File: src/rtl/instruction_fetch_if.sv
// Fetch-unit bus bundle: instruction-memory request/response channel,
// decoder-side instruction handshake and the execute redirect port.
interface instruction_fetch_if;
    // instruction memory request channel
    logic        imem_req_valid;
    logic        imem_req_ready;
    logic [31:0] imem_req_addr;
    // instruction memory response channel (in order, never back-pressured)
    logic        imem_rsp_valid;
    logic [31:0] imem_rsp_data;
    // decoder handshake
    logic        inst_valid;
    logic        inst_ready;
    logic [31:0] inst_data;
    logic [31:0] inst_pc;
    // control-flow redirect from execute
    logic        redirect_valid;
    logic [31:0] redirect_pc;

    // fetch unit side
    modport master (
        output imem_req_valid, imem_req_addr, inst_valid, inst_data, inst_pc,
        input  imem_req_ready, imem_rsp_valid, imem_rsp_data, inst_ready,
               redirect_valid, redirect_pc
    );

    // memory / decoder / execute side
    modport slave (
        input  imem_req_valid, imem_req_addr, inst_valid, inst_data, inst_pc,
        output imem_req_ready, imem_rsp_valid, imem_rsp_data, inst_ready,
               redirect_valid, redirect_pc
    );
endinterface

File: src/rtl/instruction_fetch.sv
// Instruction fetch unit: credit-limited in-order request stream to
// instruction memory, FIFO_DEPTH-entry instruction buffer toward the decoder,
// and redirect handling that discards responses of stale requests.
module instruction_fetch #(
    parameter logic [31:0] RESET_PC   = 32'h0000_0000,
    parameter int          FIFO_DEPTH = 4
) (
    input  logic                  clk,
    input  logic                  rst,
    instruction_fetch_if.master   bus
);
    localparam int PW = $clog2(FIFO_DEPTH);  // pointer width
    localparam int CW = PW + 1;              // counter width, holds 0..FIFO_DEPTH
    localparam int SW = CW + 1;              // width of count + outstanding

    typedef enum logic {
        ST_RESET,
        ST_FETCH
    } state_e;

    state_e                       state_q, state_d;
    logic [31:0]                  fetch_pc_q, fetch_pc_d;
    logic [31:0]                  resp_pc_q, resp_pc_d;
    logic [CW-1:0]                outstanding_q, outstanding_d;
    logic [CW-1:0]                drop_cnt_q, drop_cnt_d;
    logic [CW-1:0]                count_q, count_d;
    logic [PW-1:0]                rd_ptr_q, rd_ptr_d;
    logic [PW-1:0]                wr_ptr_q, wr_ptr_d;
    logic [FIFO_DEPTH-1:0][31:0]  buf_data_q;
    logic [FIFO_DEPTH-1:0][31:0]  buf_pc_q;

    logic        in_fetch;
    logic        redirect;
    logic [SW-1:0] credit_used;
    logic        req_valid;
    logic        req_fire;
    logic        rsp_keep;
    logic        pop;
    logic        inst_valid;
    logic [31:0] redirect_pc_aligned;

    assign in_fetch            = (state_q == ST_FETCH);
    // Redirects are only honoured once fetching has started.
    assign redirect            = in_fetch && bus.redirect_valid;
    assign redirect_pc_aligned = bus.redirect_pc & ~32'h3;

    // Buffered plus in-flight words may never exceed the buffer size, so
    // every response has a guaranteed slot.
    assign credit_used = {1'b0, count_q} + {1'b0, outstanding_q};
    assign req_valid   = in_fetch && !bus.redirect_valid &&
                         (credit_used < SW'(FIFO_DEPTH));
    assign req_fire    = req_valid && bus.imem_req_ready;

    // Responses are dropped while stale ones remain, or when they land in
    // the redirect cycle itself.
    assign rsp_keep    = bus.imem_rsp_valid && !redirect && (drop_cnt_q == '0);

    assign inst_valid  = (count_q != '0);
    assign pop         = inst_valid && bus.inst_ready;

    assign bus.imem_req_valid = req_valid;
    assign bus.imem_req_addr  = fetch_pc_q;
    assign bus.inst_valid     = inst_valid;
    assign bus.inst_data      = inst_valid ? buf_data_q[rd_ptr_q] : 32'h0;
    assign bus.inst_pc        = inst_valid ? buf_pc_q[rd_ptr_q]   : 32'h0;

    // FSM next state: RESET lasts one cycle after rst drops, then FETCH forever.
    always_comb begin
        state_d = state_q;
        case (state_q)
            ST_RESET: state_d = ST_FETCH;
            ST_FETCH: state_d = ST_FETCH;
            default:  state_d = ST_RESET;
        endcase
    end

    // Datapath next state: PCs, credit/drop counters and buffer pointers.
    always_comb begin
        fetch_pc_d    = fetch_pc_q;
        resp_pc_d     = resp_pc_q;
        outstanding_d = outstanding_q + CW'(req_fire) - CW'(bus.imem_rsp_valid);
        drop_cnt_d    = drop_cnt_q;
        count_d       = count_q;
        rd_ptr_d      = rd_ptr_q;
        wr_ptr_d      = wr_ptr_q;

        if (redirect) begin
            // outstanding counts every request still in flight (stale ones
            // included), so all of them except one answering right now
            // become stale; this keeps back-to-back redirects exact.
            fetch_pc_d = redirect_pc_aligned;
            resp_pc_d  = redirect_pc_aligned;
            drop_cnt_d = outstanding_q - CW'(bus.imem_rsp_valid);
            count_d    = '0;
            rd_ptr_d   = '0;
            wr_ptr_d   = '0;
        end else begin
            if (req_fire)
                fetch_pc_d = fetch_pc_q + 32'd4;
            if (bus.imem_rsp_valid && (drop_cnt_q != '0))
                drop_cnt_d = drop_cnt_q - CW'(1);
            if (rsp_keep) begin
                resp_pc_d = resp_pc_q + 32'd4;
                wr_ptr_d  = wr_ptr_q + PW'(1);
            end
            if (pop)
                rd_ptr_d = rd_ptr_q + PW'(1);
            count_d = count_q + CW'(rsp_keep) - CW'(pop);
        end
    end

    // State and control registers with synchronous reset.
    always_ff @(posedge clk) begin
        if (rst) begin
            state_q       <= ST_RESET;
            fetch_pc_q    <= RESET_PC;
            resp_pc_q     <= RESET_PC;
            outstanding_q <= '0;
            drop_cnt_q    <= '0;
            count_q       <= '0;
            rd_ptr_q      <= '0;
            wr_ptr_q      <= '0;
        end else begin
            state_q       <= state_d;
            fetch_pc_q    <= fetch_pc_d;
            resp_pc_q     <= resp_pc_d;
            outstanding_q <= outstanding_d;
            drop_cnt_q    <= drop_cnt_d;
            count_q       <= count_d;
            rd_ptr_q      <= rd_ptr_d;
            wr_ptr_q      <= wr_ptr_d;
        end
    end

    // Buffer storage; contents are masked at the outputs while empty, so no reset.
    always_ff @(posedge clk) begin
        if (!rst && rsp_keep) begin
            buf_data_q[wr_ptr_q] <= bus.imem_rsp_data;
            buf_pc_q[wr_ptr_q]   <= resp_pc_q;
        end
    end

    // Credits make a response into a full buffer impossible.
    a_no_overflow: assert property (@(posedge clk) disable iff (rst)
        !(bus.imem_rsp_valid && (count_q == CW'(FIFO_DEPTH))));

endmodule

File: src/flat_wrapper.sv
// flat-port wrapper written by rule: the top's interface ports become plain ports
module instruction_fetch_flat 
#(
    parameter logic [31:0] RESET_PC   = 32'h0000_0000,
    parameter int          FIFO_DEPTH = 4
)
  (clk, rst, bus_imem_req_valid, bus_imem_req_addr, bus_inst_valid, bus_inst_data, bus_inst_pc, bus_imem_req_ready, bus_imem_rsp_valid, bus_imem_rsp_data, bus_inst_ready, bus_redirect_valid, bus_redirect_pc);
  instruction_fetch_if bus_i ();
  input  logic clk;
  input  logic rst;
  output wire logic [$bits(bus_i.imem_req_valid)-1:0] bus_imem_req_valid;
  output wire logic [$bits(bus_i.imem_req_addr)-1:0] bus_imem_req_addr;
  output wire logic [$bits(bus_i.inst_valid)-1:0] bus_inst_valid;
  output wire logic [$bits(bus_i.inst_data)-1:0] bus_inst_data;
  output wire logic [$bits(bus_i.inst_pc)-1:0] bus_inst_pc;
  input wire logic [$bits(bus_i.imem_req_ready)-1:0] bus_imem_req_ready;
  input wire logic [$bits(bus_i.imem_rsp_valid)-1:0] bus_imem_rsp_valid;
  input wire logic [$bits(bus_i.imem_rsp_data)-1:0] bus_imem_rsp_data;
  input wire logic [$bits(bus_i.inst_ready)-1:0] bus_inst_ready;
  input wire logic [$bits(bus_i.redirect_valid)-1:0] bus_redirect_valid;
  input wire logic [$bits(bus_i.redirect_pc)-1:0] bus_redirect_pc;
  assign bus_imem_req_valid = bus_i.imem_req_valid;
  assign bus_imem_req_addr = bus_i.imem_req_addr;
  assign bus_inst_valid = bus_i.inst_valid;
  assign bus_inst_data = bus_i.inst_data;
  assign bus_inst_pc = bus_i.inst_pc;
  assign bus_i.imem_req_ready = bus_imem_req_ready;
  assign bus_i.imem_rsp_valid = bus_imem_rsp_valid;
  assign bus_i.imem_rsp_data = bus_imem_rsp_data;
  assign bus_i.inst_ready = bus_inst_ready;
  assign bus_i.redirect_valid = bus_redirect_valid;
  assign bus_i.redirect_pc = bus_redirect_pc;
  instruction_fetch #(.RESET_PC(RESET_PC), .FIFO_DEPTH(FIFO_DEPTH)) u_core (.clk(clk), .rst(rst), .bus(bus_i));
endmodule
File: config.mk
export PLATFORM = sky130hd
export DESIGN_NAME = instruction_fetch_flat
export DESIGN_NICKNAME = d
export VERILOG_FILES = /design/src/rtl/instruction_fetch_if.sv /design/src/rtl/instruction_fetch.sv /design/src/flat_wrapper.sv
export SDC_FILE = /design/constraint.sdc
export NUM_CORES = 1
export LEC_CHECK = 0
export ABC_AREA = 1
export BUFFER_PORTS_ARGS = -buffer_cell sky130_fd_sc_hd__buf_2
export CAP_MARGIN = 15
export CELL_PAD_IN_SITES_DETAIL_PLACEMENT = 1
export CELL_PAD_IN_SITES_GLOBAL_PLACEMENT = 2
export CORE_ASPECT_RATIO = 0.75
export CORE_UTILIZATION = 40
export DETAILED_ROUTE_END_ITERATION = 10
export GPL_ROUTABILITY_DRIVEN = 0
export PLACE_DENSITY_LB_ADDON = 0.3
export SYNTH_ARGS = -nofsm -noshare
export SYNTH_HDL_FRONTEND = slang
export SYNTH_SLANG_ARGS = --single-unit
File: constraint.sdc
create_clock -name clk -period 9.43 [get_ports clk]
set_clock_uncertainty 0.1 [all_clocks]
set_input_delay 0.4715 -clock clk [delete_from_list [all_inputs] [get_ports clk]]
set_output_delay 0.4715 -clock clk [all_outputs]
set_load 0.05 [all_outputs]
Word level (Yosys, flattened, before mapping)
Cells that the tools add are included.
Word-level totals
  bits in registers: 334
  output and inout port bits: 98
  logic and storage cells: 70
Operators by class
  $add $sub $neg: 11
  $lt $le $gt $ge: 4
  mux-type cells: 17
  reduce and logical (&&, ||, !) cells: 20
Operators by type and width (number)
  32-bit two-way mux: 9
  128-bit bitwise mux: 2
  32-bit binary-select mux with 2-bit select: 2
  32-bit by 3-bit adder with 32-bit output, second input constant: 2
  32-bit demux with 2-bit select: 1
  1-bit logical AND: 10
  3-bit by 1-bit subtractor with 3-bit output: 3
  3-bit by 1-bit adder with 3-bit output: 2
  2-bit by 3-bit < comparator with 1-bit output, second input constant: 2
  3-bit two-way mux: 2
  2-bit nonzero test: 3
  3-bit nonzero test: 2
  2-bit by 1-bit adder with 2-bit output, second input constant: 2
  3-bit by 3-bit adder with 4-bit output: 1
  4-bit by 3-bit < comparator with 1-bit output, second input constant: 1
  1-bit logical NOT: 3
  3-bit logical NOT: 1
  3-bit by 1-bit subtractor with 3-bit output, second input constant: 1
  2-bit by 1-bit greater-or-equal comparator with 1-bit output, second input constant: 1
  2-bit OR reduction: 1
  1-bit two-way mux: 1

Logic depth before layout (Yosys ltp)
Gate-level depths: netlist of the first run.
  word-level depth: 6
  depth in mapped cells: 11
  gate-level depth less buffers: 10

Worst setup path before layout of the first run
Ideal clock, no wire load.
  path type: reg2reg
  start point: reg u_core.drop_cnt_q[0]
  end point: reg u_core.buf_data_q[0] (netlist bit), enable pin
  library setup time: 482 ps
  data arrival time: 3696 ps
  required time: 8848 ps
  path slack: 5152 ps
  cell stages (with the launch flop): 8
  buffers on the path: 1
  clock period less this slack: 4278 ps
  path through: dfxtp_1 -> inv_1 -> ha_1 -> nand3_2 -> inv_1 -> buf_2 -> nand2_1 -> nor2_1
On the way
  word-level cells in the longest chain between the ends: 3
Ends and longest elaborated chain
  start, declared: RTL line instruction_fetch.sv:25  | logic [CW-1:0] drop_cnt_q, drop_cnt_d;
  start signal, assigned: RTL line instruction_fetch.sv:128  | drop_cnt_q <= drop_cnt_d;
  3-bit logical NOT: RTL line instruction_fetch.sv:56  | assign rsp_keep = bus.imem_rsp_valid && !redirect && (drop_cnt_q == '0);
  1-bit logical AND: RTL line instruction_fetch.sv:56
  1-bit logical AND: RTL line instruction_fetch.sv:137  | if (!rst && rsp_keep) begin
  end signal, assigned by index: RTL line instruction_fetch.sv:138  | buf_data_q[wr_ptr_q] <= bus.imem_rsp_data;
  end, declared: RTL line instruction_fetch.sv:29  | logic [FIFO_DEPTH-1:0][31:0] buf_data_q;
No other way between the ends.
A chain may end at the register's enable or synchronous reset.

Final worst setup path of the first run
  start point: reg u_core.state_q, in the netlist u_core.in_fetch
  end point: reg u_core.buf_data_q[74] (netlist bit), enable pin
On the way
  word-level cells in the longest chain between the ends: 5
Ends and longest elaborated chain
  start, declared: RTL line instruction_fetch.sv:21  | state_e state_q, state_d;
  start signal, assigned: RTL line instruction_fetch.sv:124  | state_q <= state_d;
  1-bit logical AND: RTL line instruction_fetch.sv:44  | assign redirect = in_fetch && bus.redirect_valid;
  1-bit logical NOT: RTL line instruction_fetch.sv:56
  1-bit logical AND (2 in a row): RTL line instruction_fetch.sv:56
  1-bit logical AND: RTL line instruction_fetch.sv:137
No other way between the ends.

==> results.py, run 1 <==
metrics = {
    "outcome": {
        "outcome": "completed",
    },
    "yosys": {
        "ys_seq_elements": 322,
        "async_reset_ff_frac": 0,
        "synth_seq_area_share": 0.6064,
        "syn_inst": 1563,
        "ys.flop_type": "edfxtp_1",
        "yosysTopAreaCellShare": 0.5058,
        "avgSynthCellArea_um2": 9.420,
        "yosys_warnings": 0,
        "yosysTopAreaCell": "edfxtp_1",
        "synthTopCellsByArea": "edfxtp_1 (51%), dfxtp_1 (10%), nor2_1 (9.6%), o21ai_0 (6.4%), nand2_1 (4.9%)",
        "synth_cell_type_count": 44,
        "synth_area_um2": 14720,
        "synth_edf_count": 248,
    },
    "pwr": {
        "swShare": 0.3887,
        "power.switching_mw": 1.654,
        "power.leakage_nw": 6.447,
        "p_total_mw": 4.257,
        "power_density_nw_per_um2": 252.0,
        "peakVddDrop_v": 0.0001255,
        "p_int_mw": 2.602,
        "combPwrFrac": 0.301,
        "pwr-share-clk": 0.298,
        "seqPwrFrac": 0.401,
    },
    "sta": {
        "fin_setup_tns_ns": 0,
        "setup_ws_ns": 5.187,
        "rsz0062_at_grt": "false",
        "period_minus_slack_ns": 4.243,
        "slew_headroom": 0.3669,
        "hold-worst-slack_ns": 0.06929,
        "fmax_mhz": 235.7,
        "final_hold_viol_count": 0,
        "worstMarginPinSlew_ns": 0.9497,
        "slew_violations": 0,
        "finalCritPeriodShare": 0.4500,
        "setup_viol": 0,
    },
    "global_routing": {
        "grtUsageMet2": 0.3541,
        "overflow": 0,
        "grt_pass1_wl_mm": 64.13,
        "grt_pass1_vias": 11520,
        "grt_start_max_net_pins": 80,
        "track_usage": 0.2178,
        "busiest_layer": "met2",
        "antenna_found_initial": 0,
        "grtUsageMet1": 0.3135,
        "use_met3": 0.02723,
    },
    "layout": {
        "utilization": 0.4688,
        "n_antenna_cell": 0,
        "fin_cells": 2185,
        "finalNetCount": 1788,
        "layout-drive-gt1-share": 0.1610,
        "syn2layout_area_growth_pct": 14.73,
        "fin_area_um2": 16890,
    },
    "route": {
        "dr.pass1.iters": 5,
        "drt-initial-drc-count": 555,
        "detail_route.vias_per_cell": 5.158,
        "finalWirelength_mm": 40.77,
        "vias": 11270,
        "wl_per_cell_um": 18.66,
        "drc": 0,
        "ant_nets": 0,
    },
    "clocking": {
        "h-tree-depth": 2,
        "clock-sinks": 322,
        "cts_inserted_buffers": 35,
        "clk_latency_ns": 0.52,
        "clockBufferDepth": 3,
        "clockRootBuffer": "clkbuf_16",
        "post_cts_resized": 0,
        "cts_tree": "done",
        "cts.clk_slew.worst_paths_ns": 0.06,
        "postCtsSetupBuffers": 0,
        "holdBufCountCts": 0,
    },
    "floorplan": {
        "core_um2": 36030,
        "die_area_um2": 37590,
        "row_count": 60,
        "pin_count": 168,
        "die_w_um": 223.5,
        "initial_utilization": 0.4086,
        "die_h_um": 168.2,
    },
    "setup_path": {
        "arrival_ns": 4.29,
        "worstSetupPathType": "flop to flop",
        "start_kind": "flop",
        "end_kind": "flop",
        "critPathRequiredTime_ns": 9.47,
        "critPathMaxFanout": 66,
    },
    "place": {
        "dp_cells": 2128,
        "numPortBuffers": 161,
        "place_hpwl_mm": 26.09,
        "place_ws_ns": 4.879,
        "placedInstanceArea_um2": 15870,
    },
    "flow_run": {
        "drv_cap": 0,
    },
    "min_path": {
        "hp-class": "primary input to flop",
    },
}
logic make-up after synthesis:
kind of cell,count (synthesis),synth area share
simple gates,696,0.2009
compound gates,334,0.1175
flops,322,0.6064
buf+inv,184,0.05387
fa+ha+maj,18,0.01632
xor+xnor,8,0.004759
other cells,1,0.0002547
cell usage after synthesis, drive strengths merged (4+ instances only):
| master | instances |
|---|---|
| a21oi | 120 |
| a31oi | 8 |
| buf | 49 |
| clkbuf | 27 |
| dfxtp | 74 |
| edfxtp | 248 |
| ha | 16 |
| inv | 107 |
| nand2 | 204 |
| nand3 | 79 |
| nor2 | 397 |
| nor3 | 5 |
| o211ai | 4 |
| o21ai | 195 |
| xor2 | 5 |
power by group through the flow:
stage | clock network, mW | registers (mW) | logic, mW
3_3_place_gp | 0 | 1.73 | 1.27
3_5_place_dp | 0 | 1.74 | 1.29
2_1_floorplan | 0 | 1.74 | 0.934
4_1_cts | 1.30 | 1.71 | 1.30
5_1_grt | 1.35 | 1.72 | 1.39
6_report | 1.27 | 1.71 | 1.28
sequential cells by signal (all words and copies together) (netlist names):
| name | flops |
|---|---|
| u_core.buf_data_q | 128 |
| u_core.buf_pc_q | 120 |
| u_core.bus.imem_req_addr | 30 |
| u_core.resp_pc_q | 30 |
| u_core.count_q | 3 |
| u_core.drop_cnt_q | 3 |
| u_core.outstanding_q | 3 |
| u_core.rd_ptr_q | 2 |
| u_core.wr_ptr_q | 2 |
| u_core.in_fetch | 1 |
layer usage:
| metal | vias up | wire length (um) | share of wire |
|---|---|---|---|
| met4 | 0 | 577 | 0.014 |
| met2 | 160 | 18670 | 0.46 |
| li1 | 5536 | - | - |
| met5 | - | 0 | 0 |
| met3 | 47 | 1169 | 0.029 |
| met1 | 5528 | 20350 | 0.50 |
worst max-delay path, stage by stage (launching register included):
cell     delay [ns]
dfxtp_1        0.34
nand2_2        0.07
buf_4          0.61
inv_1          0.68
nor2_1         0.31
nand2_1        0.27
nor2_4         0.80
buf_4          0.62
cell usage in the layout (no fill, tap or decap), drive strengths merged, types with 6 or more instances in the layout:
master	instances
inv	110
a31oi	8
dfxtp	74
nor2	397
clkinv	6
nand2	204
nand3	79
ha	16
clkbuf	46
o21ai	195
edfxtp	248
buf	173
a21oi	120
worst paths after layout:
kind / start / to / depth (start not counted) / slack [ns]
setup / recovery: u_core.in_fetch$_DFF_P_ / u_core.buf_data_q[74]$_DFFE_PP_ / 7 / 5.19
hold / removal: bus_imem_rsp_data[24] / u_core.buf_data_q[88]$_DFFE_PP_ / 1 / 0.07
setup reg to reg: u_core.in_fetch$_DFF_P_ / u_core.buf_data_q[74]$_DFFE_PP_ / 7 / 5.19
hold reg to reg: u_core.wr_ptr_q[0]$_SDFFE_PP0N_ / u_core.wr_ptr_q[0]$_SDFFE_PP0N_ / 2 / 0.42
area by class of cell:
type,instances,area [um2]
multi-input cells,1060,5046
flip-flops and latches,322,8934
repair buffers,173,895.9
clock inverters,11,101.3
clock buffers,46,927.1
well taps,465,581.8
inverters,108,407.9
fillers,4172,19140
Note: power is estimated with default switching activity, not from simulation.
==> run 2: changes to the inputs <==
--- a/config.mk
+++ b/config.mk
@@ -11,7 +11,7 @@
 export CELL_PAD_IN_SITES_DETAIL_PLACEMENT = 1
 export CELL_PAD_IN_SITES_GLOBAL_PLACEMENT = 2
 export CORE_ASPECT_RATIO = 0.75
-export CORE_UTILIZATION = 40
+export CORE_UTILIZATION = 37
 export DETAILED_ROUTE_END_ITERATION = 10
 export GPL_ROUTABILITY_DRIVEN = 0
 export PLACE_DENSITY_LB_ADDON = 0.3
==> constraint.sdc (replaced) <==
create_clock -name clk -period 4.4 [get_ports clk]
set_clock_uncertainty 0.1 [all_clocks]
set_input_delay 0.22 -clock clk [delete_from_list [all_inputs] [get_ports clk]]
set_output_delay 0.22 -clock clk [all_outputs]
set_load 0.05 [all_outputs]
==> results.py, run 2 (synthesis results as in run 1) <==
metrics = {
    "setup_path": {
        "worstSetupPathType": "flop to primary output",
        "crit_path_max_incr_delay_ns": 0.52,
        "critPathRequiredTime_ns": 4.08,
        "crit_path_top_delay_cell": "dfxtp_4",
        "crit_family": "buffers and inverters",
        "crit_path_cell_trace": "inv_2 > buf_12 > o21ai_0 > a21oi_1 > buf_2",
        "start_kind": "flop",
        "end_kind": "primary output",
        "arrival_ns": 2.75,
        "critPathMaxFanout": 94,
        "critPathBufInv": 3,
    },
    "floorplan": {
        "die_w_um": 232.3,
        "die_h_um": 174.8,
        "die_area_um2": 40600,
        "core_um2": 38710,
        "row_count": 62,
        "pin_count": 168,
        "initial_utilization": 0.3804,
    },
    "min_path": {
        "hp-class": "primary input to flop",
    },
    "sta": {
        "setup_ws_ns": 1.333,
        "slew_headroom": 0.3844,
        "worstMarginPinSlew_ns": 0.9233,
        "slew_violations": 0,
        "rsz0062_at_grt": "false",
        "final_hold_viol_count": 0,
        "period_minus_slack_ns": 3.067,
        "finalCritPeriodShare": 0.6971,
        "fmax_mhz": 326.0,
        "setup_viol": 0,
        "fin_setup_tns_ns": 0,
    },
    "outcome": {
        "outcome": "completed",
    },
    "clocking": {
        "h-tree-depth": 2,
        "clk_latency_ns": 0.53,
        "cts_inserted_buffers": 34,
        "cts.clk_slew.worst_paths_ns": 0.06,
        "clockRootBuffer": "clkbuf_16",
        "cts_tree": "done",
        "post_cts_resized": 0,
        "clock-sinks": 322,
        "clockBufferDepth": 3,
    },
    "route": {
        "dr.pass1.iters": 5,
        "top_layer_used": "met4",
        "drc": 0,
        "met2_length_mm": 19.21,
        "wl_met1_mm": 20.67,
        "detail_route.vias_per_cell": 5.065,
        "finalWirelength_mm": 42.02,
        "ant_nets": 0,
        "drt-initial-drc-count": 639,
        "vias": 11610,
        "met3_length_mm": 1.495,
        "wl_per_cell_um": 18.33,
    },
    "pwr": {
        "power_density_nw_per_um2": 542.6,
        "power.leakage_nw": 6.793,
        "peakVddDrop_v": 0.0003399,
        "p_total_mw": 9.623,
    },
    "place": {
        "place_hpwl_mm": 26.59,
        "place_ws_ns": 1.649,
        "placedInstanceArea_um2": 16010,
        "numPortBuffers": 161,
    },
    "global_routing": {
        "antenna_found_initial": 0,
        "grt_pass1_wl_mm": 65.69,
        "grt_start_max_net_pins": 95,
        "grt_pass1_vias": 11900,
        "overflow": 0,
        "track_usage": 0.2070,
    },
    "layout": {
        "syn2layout_area_growth_pct": 20.45,
        "fin_area_um2": 17740,
        "top_register": "u_core.buf_data_q",
        "layout_commonest_cell": "nor2_1",
        "n_antenna_cell": 0,
        "layout-drive-gt1-share": 0.1612,
        "final_cell_mix": "nor2_1 (371), edfxtp_1 (248), nand2_1 (192), o21ai_0 (188), buf_2 (161)",
        "finalNetCount": 1842,
        "largest_reg_flops": 128,
        "largestRegisters": "u_core.buf_data_q (128), u_core.buf_pc_q (120)",
    },
    "flow_run": {
        "drv_cap": 0,
    },
}
## run 2: worst reg2reg max path, stage by stage (launching register included)
cell and delay, ns:
dfxtp_1 0.31, inv_1 0.09, ha_1 0.20, nand3_2 0.19
inv_1 0.43, nand2_1 0.35, nor2_4 0.24, buf_4 0.45
## run 2: routing by layer
metal / vias to the layer above / global-route usage
met3: 47 / 0.02725
met4: 0 / 0.04331
li1: 5649 / -
met1: 5739 / 0.2929
met2: 174 / 0.3385
met5: - / 0
## run 2: area by class of cell
| class | count | area (um2) |
|---|---|---|
| Fill cell | 4428 | 20970 |
| Multi-Input combinational cell | 1060 | 5046 |
| Timing Repair Buffer | 228 | 1484 |
| Sequential cell | 322 | 8934 |
| Clock buffer | 38 | 887.1 |
| Clock inverter | 24 | 335.3 |
| Tap cell | 512 | 640.6 |
| Inverter | 108 | 409.1 |
## run 2: metrics by stage
stage	hold slack (ns)	instances	util
after global routing	0.02085	2292	0.4582
final	0.01024	2292	0.4582
after CTS	0.003474	2292	0.4582
after floorplan	0.2189	1566	-
after global placement	0.3319	2180	0.4137
after detailed placement	0.3359	2180	0.4137
## run 2: report_power, final
group,total [mW],switching (mW),internal (mW)
clock network,3.16,1.22,1.94
registers,3.66,0.221,3.44
logic,2.81,2.18,0.628
total,9.62,3.62,6.00
## run 2: timing repair
action                                 in CTS  in global routing
buffers inserted                            0                  0
endpoints found under the hold margin     160                  0
setup endpoints to repair                   0                  0
hold buffers                               50                  0
## run 2: final timing paths
kind                                                   startpoint                                        end  slack (ns)  cells past startpoint
worst min-delay path                          bus_redirect_pc[28]  u_core.bus.imem_req_addr[28]$_SDFFE_PP0P_        0.01                      5
worst min register to register    u_core.wr_ptr_q[0]$_SDFFE_PP0N_            u_core.wr_ptr_q[0]$_SDFFE_PP0N_        0.42                      2
worst max register to register  u_core.drop_cnt_q[0]$_SDFFE_PP0P_            u_core.buf_data_q[74]$_DFFE_PP_        1.67                      7
worst max-delay path              u_core.rd_ptr_q[0]$_SDFFE_PP0P_                           bus_inst_data[7]        1.33                      5
